[config.mk]
export PLATFORM = sky130hd
export DESIGN_NAME = keypad_scanner_flat
export DESIGN_NICKNAME = d
export VERILOG_FILES = /design/src/rtl/keypad_scanner_if.sv /design/src/rtl/keypad_scanner.sv /design/src/flat_wrapper.sv
export SDC_FILE = /design/constraint.sdc
export NUM_CORES = 1
export LEC_CHECK = 0
export CORE_MARGIN = 1
export CORE_UTILIZATION = 30
export DETAILED_ROUTE_END_ITERATION = 10
export SLEW_MARGIN = 40
export SYNTH_ARGS = -nofsm -noshare
export SYNTH_HDL_FRONTEND = slang
export SYNTH_SLANG_ARGS = --single-unit
[constraint.sdc]
create_clock -name clk -period 3.6 [get_ports clk]
set_input_delay 0.54 -clock clk [delete_from_list [all_inputs] [get_ports clk]]
set_output_delay 0.54 -clock clk [all_outputs]
set_load 0.05 [all_outputs]
[src/rtl/keypad_scanner_if.sv]
//------------------------------------------------------------------------------
// Module : keypad_scanner_if
// Brief  : Keypad matrix pins plus decoded key outputs of the keypad scanner.
// Rev    : 1.0  initial release
//------------------------------------------------------------------------------
`default_nettype none

interface keypad_scanner_if;
    logic [3:0] row_n;
    logic [3:0] col_n;
    logic [3:0] key_code;
    logic       key_valid;
    logic       key_held;
    logic       multi_key;

    modport master (
        input  row_n,
        output col_n,
        output key_code,
        output key_valid,
        output key_held,
        output multi_key
    );

    modport slave (
        output row_n,
        input  col_n,
        input  key_code,
        input  key_valid,
        input  key_held,
        input  multi_key
    );
endinterface

`default_nettype wire

[src/rtl/keypad_scanner.sv]
//------------------------------------------------------------------------------
// Module : keypad_scanner
// Brief  : 4x4 matrix keypad column scanner with debounce and hex key decode.
// Rev    : 1.0  initial release
//------------------------------------------------------------------------------
`default_nettype none

module keypad_scanner #(
    parameter int SCAN_DIV_BITS  = 17,
    parameter int DEBOUNCE_SCANS = 4
) (
    input  logic              clk,
    input  logic              clr,
    keypad_scanner_if.master  kp
);

    localparam logic [1:0] S_IDLE    = 2'd0;
    localparam logic [1:0] S_PRS_DEB = 2'd1;
    localparam logic [1:0] S_PRESSED = 2'd2;
    localparam logic [1:0] S_REL_DEB = 2'd3;

    localparam logic [3:0]               c_deb        = 4'(DEBOUNCE_SCANS);
    localparam logic [SCAN_DIV_BITS-1:0] c_dwell_last = '1;

    function automatic logic [3:0] key_map(input logic [3:0] idx);
        logic [3:0] code;
        case (idx)
            4'd0:    code = 4'h1;
            4'd1:    code = 4'h2;
            4'd2:    code = 4'h3;
            4'd3:    code = 4'hA;
            4'd4:    code = 4'h4;
            4'd5:    code = 4'h5;
            4'd6:    code = 4'h6;
            4'd7:    code = 4'hB;
            4'd8:    code = 4'h7;
            4'd9:    code = 4'h8;
            4'd10:   code = 4'h9;
            4'd11:   code = 4'hC;
            4'd12:   code = 4'h0;
            4'd13:   code = 4'hF;
            4'd14:   code = 4'hE;
            default: code = 4'hD;
        endcase
        return code;
    endfunction

    logic [3:0]               r_row_meta;
    logic [3:0]               r_row_sync;
    logic [SCAN_DIV_BITS-1:0] r_dwell_cnt;
    logic [1:0]               r_col_idx;
    logic [15:0]              r_snapshot;
    logic                     r_scan_end;

    logic [1:0]  r_state;
    logic [3:0]  r_cand;
    logic [3:0]  r_cnt;
    logic [3:0]  r_key_code;
    logic        r_key_valid;
    logic        r_key_held;
    logic        r_multi_key;

    logic        w_sample;
    logic        w_any;
    logic        w_multi;
    logic        w_single;
    logic [3:0]  w_idx;
    logic        w_match;
    logic [1:0]  w_state_nxt;
    logic [3:0]  w_cand_nxt;
    logic [3:0]  w_cnt_nxt;
    logic [3:0]  w_cnt_inc;
    logic        w_accept;

    assign w_sample = (r_dwell_cnt == c_dwell_last);

    // Rows are sampled only on the last dwell cycle, long after the
    // synchroniser has settled on the currently driven column.
    always_ff @(posedge clk or posedge clr) begin
        if (clr) begin
            r_row_meta  <= 4'hF;
            r_row_sync  <= 4'hF;
            r_dwell_cnt <= '0;
            r_col_idx   <= 2'd0;
            r_snapshot  <= 16'd0;
            r_scan_end  <= 1'b0;
        end else begin
            r_row_meta  <= kp.row_n;
            r_row_sync  <= r_row_meta;
            r_dwell_cnt <= r_dwell_cnt + SCAN_DIV_BITS'(1);
            r_scan_end  <= w_sample && (r_col_idx == 2'd3);
            if (r_scan_end) begin
                r_snapshot <= 16'd0;
            end
            if (w_sample) begin
                r_col_idx <= r_col_idx + 2'd1;
                for (int r = 0; r < 4; r++) begin
                    r_snapshot[{2'(r), r_col_idx}] <= ~r_row_sync[r];
                end
            end
        end
    end

    assign kp.col_n = ~(4'b0001 << r_col_idx);

    always_comb begin
        w_any = |r_snapshot;
        w_multi = |(r_snapshot & (r_snapshot - 16'd1));
        w_single = w_any && !w_multi;
        w_idx = 4'd0;
        for (int i = 0; i < 16; i++) begin
            if (r_snapshot[i]) begin
                w_idx = 4'(i);
            end
        end
    end

    assign w_match   = w_single && (w_idx == r_cand);
    assign w_cnt_inc = r_cnt + 4'd1;

    always_comb begin
        w_state_nxt = r_state;
        w_cand_nxt  = r_cand;
        w_cnt_nxt   = r_cnt;
        w_accept    = 1'b0;
        if (r_scan_end) begin
            case (r_state)
                S_IDLE: begin
                    if (w_single) begin
                        w_cand_nxt = w_idx;
                        w_cnt_nxt  = 4'd1;
                        if (c_deb <= 4'd1) begin
                            w_state_nxt = S_PRESSED;
                            w_accept    = 1'b1;
                        end else begin
                            w_state_nxt = S_PRS_DEB;
                        end
                    end
                end
                S_PRS_DEB: begin
                    if (w_match) begin
                        w_cnt_nxt = w_cnt_inc;
                        if (w_cnt_inc >= c_deb) begin
                            w_state_nxt = S_PRESSED;
                            w_accept    = 1'b1;
                        end
                    end else if (w_single) begin
                        w_cand_nxt = w_idx;
                        w_cnt_nxt  = 4'd1;
                    end else begin
                        w_state_nxt = S_IDLE;
                        w_cnt_nxt   = 4'd0;
                    end
                end
                S_PRESSED: begin
                    if (!w_match) begin
                        w_cnt_nxt   = 4'd1;
                        w_state_nxt = (c_deb <= 4'd1) ? S_IDLE : S_REL_DEB;
                    end
                end
                default: begin
                    // A different key while releasing counts as release; it
                    // gets no shortcut and must debounce again from idle.
                    if (w_match) begin
                        w_state_nxt = S_PRESSED;
                    end else begin
                        w_cnt_nxt = w_cnt_inc;
                        if (w_cnt_inc >= c_deb) begin
                            w_state_nxt = S_IDLE;
                        end
                    end
                end
            endcase
        end
    end

    always_ff @(posedge clk or posedge clr) begin
        if (clr) begin
            r_state     <= S_IDLE;
            r_cand      <= 4'd0;
            r_cnt       <= 4'd0;
            r_key_code  <= 4'd0;
            r_key_valid <= 1'b0;
            r_key_held  <= 1'b0;
            r_multi_key <= 1'b0;
        end else begin
            r_state     <= w_state_nxt;
            r_cand      <= w_cand_nxt;
            r_cnt       <= w_cnt_nxt;
            r_key_valid <= w_accept;
            r_key_held  <= (w_state_nxt == S_PRESSED) || (w_state_nxt == S_REL_DEB);
            if (w_accept) begin
                r_key_code <= key_map(w_cand_nxt);
            end
            if (r_scan_end) begin
                r_multi_key <= w_multi;
            end
        end
    end

    assign kp.key_code  = r_key_code;
    assign kp.key_valid = r_key_valid;
    assign kp.key_held  = r_key_held;
    assign kp.multi_key = r_multi_key;

endmodule

`default_nettype wire

[src/flat_wrapper.sv]
// flat-port wrapper written by rule: the top's interface ports become plain ports
module keypad_scanner_flat 
#(
    parameter int SCAN_DIV_BITS  = 17,
    parameter int DEBOUNCE_SCANS = 4
)
  (clk, clr, kp_row_n, kp_col_n, kp_key_code, kp_key_valid, kp_key_held, kp_multi_key);
  keypad_scanner_if kp_i ();
  input  logic clk;
  input  logic clr;
  input wire logic [$bits(kp_i.row_n)-1:0] kp_row_n;
  output wire logic [$bits(kp_i.col_n)-1:0] kp_col_n;
  output wire logic [$bits(kp_i.key_code)-1:0] kp_key_code;
  output wire logic [$bits(kp_i.key_valid)-1:0] kp_key_valid;
  output wire logic [$bits(kp_i.key_held)-1:0] kp_key_held;
  output wire logic [$bits(kp_i.multi_key)-1:0] kp_multi_key;
  assign kp_i.row_n = kp_row_n;
  assign kp_col_n = kp_i.col_n;
  assign kp_key_code = kp_i.key_code;
  assign kp_key_valid = kp_i.key_valid;
  assign kp_key_held = kp_i.key_held;
  assign kp_multi_key = kp_i.multi_key;
  keypad_scanner #(.SCAN_DIV_BITS(SCAN_DIV_BITS), .DEBOUNCE_SCANS(DEBOUNCE_SCANS)) u_core (.clk(clk), .clr(clr), .kp(kp_i));
endmodule
==> results of run 1 <==
==> per-stage QoR <==
step           hold WS, ns  power (uW)  instance area, sq um  std cells
6_report            0.3579        1350                  3864        492
5_1_grt             0.3598        1406                  3864        492
4_1_cts             0.3582        1376                  3837        491
3_5_place_dp        0.3472       729.6                  3628        475
3_3_place_gp        0.3467       729.1                  3628        475
2_1_floorplan       0.3452       717.8                  3273        324
==> Yosys cell counts (6+ instances only) <==
cell type / instances / area, sq um
a21oi_1: 6 / 30.03
and3_1: 6 / 37.54
clkbuf_1: 8 / 30.03
dfrtp_1: 53 / 1326
dfstp_2: 8 / 210.2
ha_1: 11 / 137.6
inv_1: 19 / 71.32
nand2_1: 20 / 75.07
nand3_1: 16 / 80.08
nand3b_1: 17 / 127.6
nor2_1: 19 / 71.32
nor3_1: 7 / 35.03
o21ai_0: 28 / 140.1
or3_1: 6 / 37.54
xnor2_1: 12 / 105.1
==> cells by family after synthesis <==
logic type	Yosys count	synth area share [%]
buffers and inverters	29	3.479
muxes	6	1.873
DFF	61	46.94
xor gates and xnor gates	17	4.549
AOI/OAI and AO/OA	77	16.93
and+or+nand+nor	122	21.71
adders and majority gates	12	4.511
==> sequential cells by signal, indices dropped and copies added, names as in the netlist <==
| signal | flops |
|---|---|
| u_core.r_dwell_cnt | 17 |
| u_core.r_snapshot | 16 |
| u_core.kp.key_code | 4 |
| u_core.r_cand | 4 |
| u_core.r_cnt | 4 |
| u_core.r_row_meta | 4 |
| u_core.r_row_sync | 4 |
| u_core.r_col_idx | 2 |
| u_core.r_state | 2 |
| u_core.kp.key_held | 1 |
| u_core.kp.key_valid | 1 |
| u_core.kp.multi_key | 1 |
| u_core.r_scan_end | 1 |
==> final timing paths <==
kind	start	endpoint	slack (ns)	depth (start not counted)
setup / recovery	u_core.r_snapshot[4]$_DFF_PP0_	u_core.kp.key_code[1]$_DFFE_PP0P_	0.22	10
hold / removal	u_core.r_row_meta[3]$_DFF_PP1_	u_core.r_row_sync[3]$_DFF_PP1_	0.36	0
setup reg to reg	u_core.r_snapshot[4]$_DFF_PP0_	u_core.kp.key_code[1]$_DFFE_PP0P_	0.22	10
hold reg to reg	u_core.r_row_meta[3]$_DFF_PP1_	u_core.r_row_sync[3]$_DFF_PP1_	0.36	0
max in group asynchronous	clr	u_core.r_row_sync[3]$_DFF_PP1_	2.16	3
min in group asynchronous	clr	u_core.r_cnt[2]$_DFFE_PP0P_	0.55	2
==> area by class of cell <==
| type | instances | share of cell area (%) |
|---|---|---|
| flip-flops and latches | 61 | 39.77 |
| clock buffers | 10 | 3.562 |
| inverters | 19 | 1.846 |
| multi-input cells | 234 | 42.49 |
| well taps | 136 | 4.404 |
| repair buffers | 26 | 6.088 |
| clock inverters | 6 | 1.846 |
==> layer usage <==
| metal | part of all wire, % | GRT usage [%] |
|---|---|---|
| met1 | 51 | 16.96 |
| met2 | 45 | 19.39 |
| met3 | 3.4 | 3.985 |
| met4 | 1.3 | 3.914 |
| met5 | 0 | 0 |
==> where the power goes <==
part | switching [uW] | internal, uW
clock | 292 | 343
combinational | 13.7 | 5.47
sequential | 2.58 | 693
==> timing repair <==
action,4_1_cts,5_1_grt
setup endpoints to repair,0,1
gates resized for setup,0,3
setup buffers,0,1
==> results.py, run 1 <==
metrics = {
    "synthesis": {
        "post_synth_num_cell_types": 56,
        "synthesis.nets": 341,
        "avgSynthCellArea_sq_um": 10.10,
        "synthArstFlopShare_pct": 100.0,
        "netlist_instances": 324,
        "synth_top_flop_cell": "dfrtp_1",
        "synth_edf_count": 0,
        "ys_ff_latch": 61,
        "yosysSeqAreaShare_pct": 46.94,
        "yosysWarnings": 0,
        "syn-cell-area_sq_um": 3273,
    },
    "worst_setup_path": {
        "cp.arrival_ns": 3.59,
        "cp-start-kind": "flop",
        "cp_top_family": "simple AND/OR/NAND/NOR gates",
        "required_ns": 3.82,
        "path_buf_inv": 0,
        "cp_slowest_cell": "or4_4",
        "cp_max_fo": 7,
        "end_kind": "flop",
        "worstSetupPathType": "reg2reg",
        "critPathMaxStageDelay_ns": 0.60,
        "path_cells": "or4_4 -> or3_4 -> o31ai_4 -> nand3_1 -> a211oi_2 -> mux2i_2 -> ha_1 -> and3_1 -> a221oi_1 -> a31oi_1",
    },
    "global_routing": {
        "grt_pass1_wl_um": 11390,
        "overflow": 0,
        "grt_max_degree": 39,
        "grt_pass1_vias": 2403,
        "grt_antenna_before_repair": 0,
        "track_usage_pct": 12.65,
    },
    "floorplanning": {
        "rows": 37,
        "pin_count": 17,
        "core_sq_um": 10460,
        "initial_core_util_pct": 31.28,
        "die_x_um": 106.5,
        "dieArea_sq_um": 11330,
        "fp.dieH_um": 106.5,
    },
    "sta": {
        "fin_ws_ns": 0.2214,
        "worst_pin_slew_ns": 0.6141,
        "rsz0062_at_grt": "false",
        "fin_tns_setup_ns": 0,
        "finClkSkew_ns": 0.01304,
        "setup_violations": 0,
        "drv_slew": 0,
        "fmax_ghz": 0.2960,
        "timing.final.hold_violations": 0,
        "post-route-period-util_pct": 93.85,
        "slew_headroom_pct": 58.97,
        "fin_crit_ns": 3.379,
    },
    "job": {
        "max_cap_viol_count": 0,
    },
    "layout": {
        "final_core_util_pct": 36.93,
        "areaGrowthSynthToFinish_pct": 18.04,
        "final_layout_size_suffix_gt1_share_pct": 15.17,
        "layout_common_cells": "dfrtp_1, o21ai_0, nand2_1, nor2_1, inv_1",
        "multi_input_area_sq_um": 1642,
        "regArea_sq_um": 1536,
        "antenna_cells_inserted": 0,
        "final_common_cell": "dfrtp_1",
        "nets": 368,
        "nFillCells": 1113,
    },
    "placement": {
        "portBuffers": 16,
        "pre_cts_ws_ns": 0.1574,
        "dpl.hpwl_um": 4661,
        "gp_congestion": 0.8035,
    },
    "power": {
        "p_per_area_nw_per_um2": 349.3,
        "total_leakage_power_uw": 0.001746,
        "peakVddDrop_v": 0.0002504,
    },
    "clock_tree": {
        "clk-insertion-delay-late_ns": 0.35,
        "ctsHoldBuffers": 0,
        "path_clk_slew_ns": 0.07,
        "clock_path_buffers": 2,
        "htreeDepth": 3,
        "cts_root_buf": "clkbuf_8",
        "clock_sinks": 61,
        "cts_buffers": 9,
        "cts_tree": "done",
    },
    "route": {
        "first_pass_iters": 4,
        "vias_per_cell": 5.079,
        "routed_wl_um": 6596,
        "ant_nets": 0,
        "post_drt_wl_per_cell_um": 13.41,
        "drt_iter0_drc": 93,
        "drc_errors": 0,
        "vias": 2499,
    },
    "outcome": {
        "status": "complete, no violations",
    },
    "worst_hold_path": {
        "worstHoldPathType": "reg2reg",
    },
}
No activity file was read; power rests on OpenSTA's default activity.
==> run 2, diff against run 1 <==
CAP_MARGIN = 30   (was default)
GPL_TIMING_DRIVEN = 0   (was default)
SETUP_SLACK_MARGIN = 0.2   (was default)
==> results.py, run 2 (synthesis gave the netlist of run 1 again) <==
metrics = {
    "placement": {
        "gp_congestion": 0.7828,
        "dpl.hpwl_um": 4631,
        "portBuffers": 16,
        "pre_cts_ws_ns": 0.04880,
    },
    "sta": {
        "finClkSkew_ns": 0.008829,
        "setup_violations": 0,
        "fmax_ghz": 0.2947,
        "hold-worst-slack_ns": 0.3567,
        "post-route-period-util_pct": 94.27,
        "slew_headroom_pct": 49.65,
        "timing.final.hold_violations": 0,
        "drv_slew": 0,
        "fin_crit_ns": 3.394,
        "rsz0062_at_grt": "true",
        "worst_pin_slew_ns": 0.7457,
        "fin_ws_ns": 0.2064,
    },
    "worst_setup_path": {
        "worstSetupPathType": "reg2reg",
        "crit_start": "u_core.r_snapshot[9]$_DFF_PP0_",
        "required_ns": 3.80,
        "timing.rr.start": "u_core.r_snapshot[9]$_DFF_PP0_",
        "cp.arrival_ns": 3.60,
        "end_kind": "flop",
        "reg2reg_slack_ns": 0.21,
        "timing.rr.end": "u_core.kp.key_code[1]$_DFFE_PP0P_",
        "r2r_cells": 11,
        "cp_max_fo": 7,
        "cp-start-kind": "flop",
        "crit_end": "u_core.kp.key_code[1]$_DFFE_PP0P_",
    },
    "layout": {
        "top_regs": "u_core.r_dwell_cnt: 17 flops, u_core.r_snapshot: 16 flops",
        "largest_reg_flops": 17,
        "nets": 377,
        "top_register": "u_core.r_dwell_cnt",
        "final_layout_size_suffix_gt1_share_pct": 18.08,
        "areaGrowthSynthToFinish_pct": 21.18,
        "final_common_cell": "dfrtp_1",
        "antenna_cells_inserted": 0,
        "nFillCells": 1084,
        "layout_common_cells": "dfrtp_1, o21ai_0, nand2_1, nor2_1",
    },
    "floorplanning": {
        "core_sq_um": 10460,
        "fp.dieH_um": 106.5,
        "pin_count": 17,
        "dieArea_sq_um": 11330,
        "initial_core_util_pct": 31.28,
        "rows": 37,
        "die_x_um": 106.5,
    },
    "clock_tree": {
        "clock_path_buffers": 2,
        "clock_sinks": 61,
        "cts_root_buf": "clkbuf_8",
        "clk-insertion-delay-late_ns": 0.33,
        "htreeDepth": 3,
        "ctsHoldBuffers": 0,
        "path_clk_slew_ns": 0.07,
        "cts_buffers": 9,
        "cts_tree": "done",
    },
    "worst_hold_path": {
        "min_from": "u_core.r_row_meta[0]$_DFF_PP1_",
        "worstHoldPathType": "reg2reg",
    },
    "route": {
        "vias_per_cell": 5.090,
        "drc_errors": 0,
        "first_pass_iters": 4,
        "ant_nets": 0,
        "vias": 2550,
        "routed_wl_um": 6702,
        "post_drt_wl_per_cell_um": 13.38,
        "drt_iter0_drc": 154,
    },
    "power": {
        "p_per_area_nw_per_um2": 339.4,
        "total_leakage_power_uw": 0.001748,
        "peakVddDrop_v": 0.0001808,
        "power_uw": 1346,
    },
    "global_routing": {
        "grt_pass1_vias": 2374,
        "overflow": 0,
        "grt_antenna_before_repair": 0,
        "track_usage_pct": 12.48,
        "grt_max_degree": 43,
        "grt_pass1_wl_um": 11360,
    },
    "job": {
        "max_cap_viol_count": 0,
    },
    "outcome": {
        "status": "complete, no violations",
    },
}
run 2: cell types whose count changed in the layout (fill, tap and decap cells not counted), sizes merged:
cell,delta
buf,+1
clkbuf,+11
clkinv,-2
inv,-1
run 2: per-stage QoR:
stage	utilization [%]	std cells	area, sq um	setup TNS, ns
after global placement	34.44	476	3603	0
after detailed placement	34.66	477	3626	0
after floorplan	-	324	3273	0
after CTS	37.02	496	3874	0
final	37.91	501	3966	0
after global routing	37.91	501	3966	-0.007075
run 2: report_power, final:
part           total, uW  switching, uW  internal [uW]  leakage (uW)
clock                629            270            358     0.0000959
combinational       21.3           14.1           7.16      0.000845
sequential           696           2.63            693      0.000807
run 2: cell type report:
cell class	instances	area (sq um)	share of cell area, %
Clock buffer	13	158.9	4.006
Clock inverter	3	45.04	1.136
Sequential cell	61	1539	38.80
Tap cell	136	170.2	4.290
Timing Repair Buffer	25	240.2	6.057
Multi-Input combinational cell	234	1690	42.62
Inverter	19	73.82	1.861
Buffer	10	48.80	1.230
run 2: how the worst min path moves through the flow:
stage | end | slack, ns | depth (start not counted)
detailed placement | u_core.r_row_sync[0]$_DFF_PP1_ | 0.35 | 0
global route | u_core.r_row_sync[1]$_DFF_PP1_ | 0.36 | 0
global placement | u_core.r_row_sync[0]$_DFF_PP1_ | 0.35 | 0
finish | u_core.r_row_sync[0]$_DFF_PP1_ | 0.36 | 0
CTS | u_core.r_row_sync[1]$_DFF_PP1_ | 0.35 | 0
floorplan | u_core.r_row_sync[0]$_DFF_PP1_ | 0.35 | 0
run 2: critical path, cell delays in order (launching register included):
cell and delay (ns):
dfrtp_2 0.45, or4_4 0.52, buf_6 0.13, or3_4 0.42, a221oi_4 0.32, nand2_2 0.12
a211oi_4 0.27, mux2i_2 0.26, ha_1 0.27, and3_4 0.16, a221oi_2 0.24, a31oi_1 0.10
run 2: metal layers:
metal	global-route usage [%]	up-vias	wire length, um
met5	0	-	0
met4	3.033	0	32
met3	3.250	2	240
met2	19.53	53	2992
met1	17.15	1233	3437
li1	-	1262	-
run 2: repair_timing:
item                                    4_1_cts  5_1_grt
resized for setup                             4       17
endpoints found under the setup margin        2        4
gates cloned                                  0        0
pin swaps                                     1       10
setup buffers                                 3        5
